[config.mk]
export PLATFORM = sky130hd
export DESIGN_NAME = fetch_unit
export DESIGN_NICKNAME = d
export VERILOG_FILES = /design/src/rtl/fetch_unit.sv
export SDC_FILE = /design/constraint.sdc
export NUM_CORES = 1
export LEC_CHECK = 0
export ABC_AREA = 1
export BUFFER_PORTS_ARGS = -buffer_cell sky130_fd_sc_hd__buf_2
export CORE_ASPECT_RATIO = 1.5
export CORE_MARGIN = 2
export CORE_UTILIZATION = 59
export CTS_BUF_LIST = sky130_fd_sc_hd__clkbuf_8
export CTS_CLUSTER_DIAMETER = 80
export DETAILED_ROUTE_END_ITERATION = 16
export GPL_TIMING_DRIVEN = 1
export MAX_ROUTING_LAYER = met4
export PLACE_DENSITY = 0.82
export SYNTH_ARGS = -nofsm -noshare
export SYNTH_HDL_FRONTEND = slang
export SYNTH_SLANG_ARGS = --single-unit
[constraint.sdc]
create_clock -name clk -period 5.35 [get_ports clk]
set_input_delay 0.2675 -clock clk [delete_from_list [all_inputs] [get_ports clk]]
set_output_delay 0.2675 -clock clk [all_outputs]
set_load 0.005 [all_outputs]
[src/rtl/fetch_unit.sv]
// Instruction fetch front end: PC register feeding a 2-entry {pc, instruction} prefetch buffer.
// Fetched word shows on the head one edge after fetch when empty; fetching holds on stall, full buffer, halt or fault.
module fetch_unit #(
    parameter logic [31:0] TEXT_BASE = 32'h00200000,
    parameter logic [31:0] RESET_PC  = 32'h00200005
) (
    input  logic        clk,
    input  logic        reset,
    output logic [31:0] instruction_address,
    input  logic [31:0] instruction,
    input  logic        stall,
    input  logic        branch_taken,
    input  logic [31:0] branch_target,
    input  logic        inst_ready,
    output logic        inst_valid,
    output logic [31:0] inst_out,
    output logic [31:0] pc_out,
    output logic        halted,
    output logic        fault
);

    logic [31:0] pc_q, pc_d;
    logic [1:0]  cnt_q, cnt_d;
    logic [31:0] pc0_q, pc0_d, ins0_q, ins0_d;
    logic [31:0] pc1_q, pc1_d, ins1_q, ins1_d;
    logic        halted_q, halted_d;
    logic        fault_q, fault_d;

    logic pop, fetch, push, is_bad, is_halt;

    always_comb begin
        pc_d     = pc_q;
        cnt_d    = cnt_q;
        pc0_d    = pc0_q;
        ins0_d   = ins0_q;
        pc1_d    = pc1_q;
        ins1_d   = ins1_q;
        halted_d = halted_q;
        fault_d  = fault_q;

        pop     = (cnt_q != 2'd0) && inst_ready;
        fetch   = !halted_q && !fault_q && !stall && !branch_taken
                  && ((cnt_q != 2'd2) || pop);
        is_bad  = (instruction == 32'hFFFF_FFFF);
        is_halt = (instruction[31:27] == 5'b11111) && !is_bad;
        push    = fetch && !is_bad;

        if (branch_taken) begin
            // Redirect wins over everything: buffer flushed, same-edge pop and fetch dropped.
            cnt_d    = 2'd0;
            halted_d = 1'b0;
            if (branch_target < TEXT_BASE) begin
                fault_d = 1'b1;
            end else begin
                pc_d = branch_target;
            end
        end else begin
            if (fetch) begin
                if (is_bad) begin
                    fault_d = 1'b1;
                end else if (is_halt) begin
                    halted_d = 1'b1;
                end else begin
                    pc_d = pc_q + 32'd1;
                end
            end

            case ({push, pop})
                2'b11: begin
                    if (cnt_q == 2'd2) begin
                        pc0_d  = pc1_q;
                        ins0_d = ins1_q;
                        pc1_d  = pc_q;
                        ins1_d = instruction;
                    end else begin
                        pc0_d  = pc_q;
                        ins0_d = instruction;
                    end
                end
                2'b10: begin
                    if (cnt_q == 2'd0) begin
                        pc0_d  = pc_q;
                        ins0_d = instruction;
                    end else begin
                        pc1_d  = pc_q;
                        ins1_d = instruction;
                    end
                    cnt_d = cnt_q + 2'd1;
                end
                2'b01: begin
                    pc0_d  = pc1_q;
                    ins0_d = ins1_q;
                    cnt_d  = cnt_q - 2'd1;
                end
                default: ;
            endcase
        end
    end

    always_ff @(posedge clk or posedge reset) begin
        if (reset) begin
            pc_q     <= RESET_PC;
            cnt_q    <= 2'd0;
            pc0_q    <= 32'd0;
            ins0_q   <= 32'd0;
            pc1_q    <= 32'd0;
            ins1_q   <= 32'd0;
            halted_q <= 1'b0;
            fault_q  <= 1'b0;
        end else begin
            pc_q     <= pc_d;
            cnt_q    <= cnt_d;
            pc0_q    <= pc0_d;
            ins0_q   <= ins0_d;
            pc1_q    <= pc1_d;
            ins1_q   <= ins1_d;
            halted_q <= halted_d;
            fault_q  <= fault_d;
        end
    end

    assign instruction_address = pc_q;
    assign inst_valid          = (cnt_q != 2'd0);
    assign inst_out            = ins0_q;
    assign pc_out              = pc0_q;
    assign halted              = halted_q;
    assign fault               = fault_q;

endmodule

==> results.tsv <==
stage	metric	value	unit
synth	yosysWarnings	0	
synth	synth_largest_area_cell	dfrtp_1	
route	route.detailed.drc	0	
min_path	hp-class	in2async	
clock_network	numCtsBuffers	17	
setup_path	worstPathRequired	5.65	ns
setup_path	worstPathArrival	3.59	ns
setup_path	endpoint_kind	flip-flop	
global_routing	grtUsageTotal	0.3259	
clock_network	cts_hold_buf	0	
route	antenna_left	0	
setup_path	worst_path_max_delay_cell	ha_4	
floorplanning	die-width	108.8	um
floorplanning	core_region_area	0.01619	mm2
timing	setup_viol	0	
synth	synth_cell_types	33	
finish	layout_commonest_cell	nand2_1	
power	power	4.503	mW
synth	synthTopCellsByArea	dfrtp_1, nand2_1, a32oi_1, nand3_1, o21ai_0	
global_routing	grt_pass1_vias	9100	
route	drtPass1Iterations	8	
flow_run	cap_violations	0	
timing	post-route-period-util	0.6151	
timing	hold_viol	0	
route	vias_per_cell	5.721	
finish	nets	1568	
floorplanning	num_rows	57	
finish	final_layout_size_suffix_gt1_frac	0.1558	
power	power_leakage	5.490	nW
timing	final.setup.tns	0	ns
synth	netlist_instances	1393	
clock_network	clk_pin_slew	0.10	ns
finish	fillCellCount	1477	
synth	syn_avg_cell_area	6.971	um2
setup_path	crit_chain	nor2_1, nand2_1, a21oi_4, nand2_1, inv_1, ha_4, o2111ai_4, buf_12, nand2_1, o21ai_0	
setup_path	path_buf_inv	2	
clock_network	cts_buffer_depth	2	
power	power.density	418.1	mW/mm2
setup_path	cp_slowest_stage_delay	0.71	ns
timing	tightest_slew	1.281	ns
timing	fin_skew	0.01662	ns
floorplanning	ios	168	
setup_path	worstPathMaxFanout	75	
status	status	finished, final reports clean	
placed_design	portBuffers	167	
floorplanning	dieArea	0.01752	mm2
route	vias	9805	
timing	drv_slew	0	
floorplanning	start_util	0.5998	
setup_path	startpoint_type	flip-flop	
timing	rsz0062_at_grt	false	
clock_network	clk_latency	0.48	ns
synth	syn_nets	1466	
setup_path	worstSetupPathType	reg2reg	
route	wl	27220	um
placed_design	gp_congestion	0.9180	
timing	period_minus_slack	3.291	ns
route	wl_per_cell	15.88	um
synth	synth-seq-cells	164	
setup_path	cpLargestDelayFamily	compound AO/OA/AOI/OAI gates	
global_routing	antenna_found_initial	0	
clock_network	post-cts-setup-buffers	0	
finish	final_cell_mix	nand2_1, buf_2, dfrtp_1, nand3_1, o21ai_0	
global_routing	grt_pass1_wl	44370	um
timing	fmax	303.9	MHz
clock_network	cts_tree	yes	
clock_network	clkSinkCount	164	
synth	synth_area	0.009711	mm2
placed_design	dp.final_hpwl	17470	um
synth	ys_seq_area_frac	0.4230	
setup_path	cpMostUsedCell	nand2_1	
floorplanning	die_height	161.1	um
finish	area_growth_syn_to_layout	10.93	%
global_routing	grt_overflow	0	
clock_network	htree_levels	4	
finish	n_antenna_cell	0	
route	first_iter_violations	830	
power	peakVddDrop	217.6	uV
timing	maxSlewHeadroom	0.1429	
synth	synth_top_area_share	0.4149	
global_routing	grt_max_degree	111	
clock_network	cts-root-buf	clkbuf_8	
clock_network	cts.repair.resized	0	
[flip-flops by register name (all words and copies together), names as in the netlist]
name / cells
cnt_q: 2
fault: 1
halted: 1
ins1_q: 32
inst_out: 32
instruction_address: 32
pc1_q: 32
pc_out: 32
[per-stage QoR]
step                      instance area, um2  setup slack, ns    util  hold slack (ns)  std cells
after floorplan                         9711           0.6541       -           0.4100       1393
after global placement                 10410            1.893  0.6429           0.4482       1682
after detailed placement               10410            1.782  0.6429           0.4529       1682
after CTS                              10770            2.089  0.6654          0.05095       1714
after global routing                   10770            1.805  0.6654          0.07228       1714
final                                  10770            2.059  0.6654         0.004020       1714
[area by class of cell]
cell class / count / area [um2] / share of cell area
Tap cell: 206 / 257.7 / 0.02393
Inverter: 81 / 309.0 / 0.02869
Clock inverter: 14 / 116.4 / 0.01080
Multi-Input combinational cell: 1057 / 4832 / 0.4486
Timing Repair Buffer: 174 / 900.9 / 0.08363
Sequential cell: 164 / 4108 / 0.3813
Clock buffer: 18 / 247.7 / 0.02300
[logic make-up (layout without fill, tap and decap cells)]
kind of cell | count (synthesis) | count (layout) | synth area share
AOI/OAI and AO/OA | 217 | 217 | 0.1392
and+or+nand+nor | 827 | 827 | 0.3413
muxes | 4 | 4 | 0.004123
buffers and inverters | 172 | 287 | 0.08272
xor gates and xnor gates | 5 | 5 | 0.004510
DFF | 164 | 164 | 0.4230
adders and majority gates | 4 | 4 | 0.005154
[final timing paths]
path,startpoint,cells past startpoint,to,slack [ns]
worst min-delay path,reset,2,inst_out[13],0.004
worst max register to register,halted,10,ins1_q[11],2.06
worst max-delay path,halted,10,ins1_q[11],2.06
worst min register to register,inst_out[10],2,inst_out[10],0.47
max in group asynchronous,reset,3,ins1_q[14],3.97
min in group clk,instruction[9],3,ins1_q[9],0.07
[report_power, final]
| part | leakage, nW | total [mW] | internal (mW) | switching, mW |
|---|---|---|---|---|
| registers | 2.10 | 2.01 | 1.66 | 0.350 |
| logic | 3.20 | 1.63 | 0.642 | 0.991 |
| clock network | 0.193 | 0.863 | 0.347 | 0.516 |
[cells in the mapped netlist (all sizes together)]
cell type  count
clkbuf        35
buf           56
o22ai          1
a32oi         64
dfstp          3
xor2           5
a21oi         67
o21bai         2
dfrtp        161
nand3        110
inv           81
ha             4
or3            1
mux2i          4
nand2        643
nor2          65
a31o           1
o2111ai        1
and2           4
o21ai         81
or2            2
nor3           2
[layer usage]
| layer | wire length [um] | vias up | part of all wire | GRT usage |
|---|---|---|---|---|
| met5 | 0 | - | 0 | - |
| met4 | 960 | 0 | 0.035 | 0.1474 |
| met3 | 1549 | 60 | 0.057 | 0.03471 |
| met2 | 13600 | 424 | 0.50 | 0.5318 |
| met1 | 11110 | 4594 | 0.41 | 0.4062 |
| li1 | - | 4727 | - | - |
Note: power is estimated with default switching activity, not from simulation.
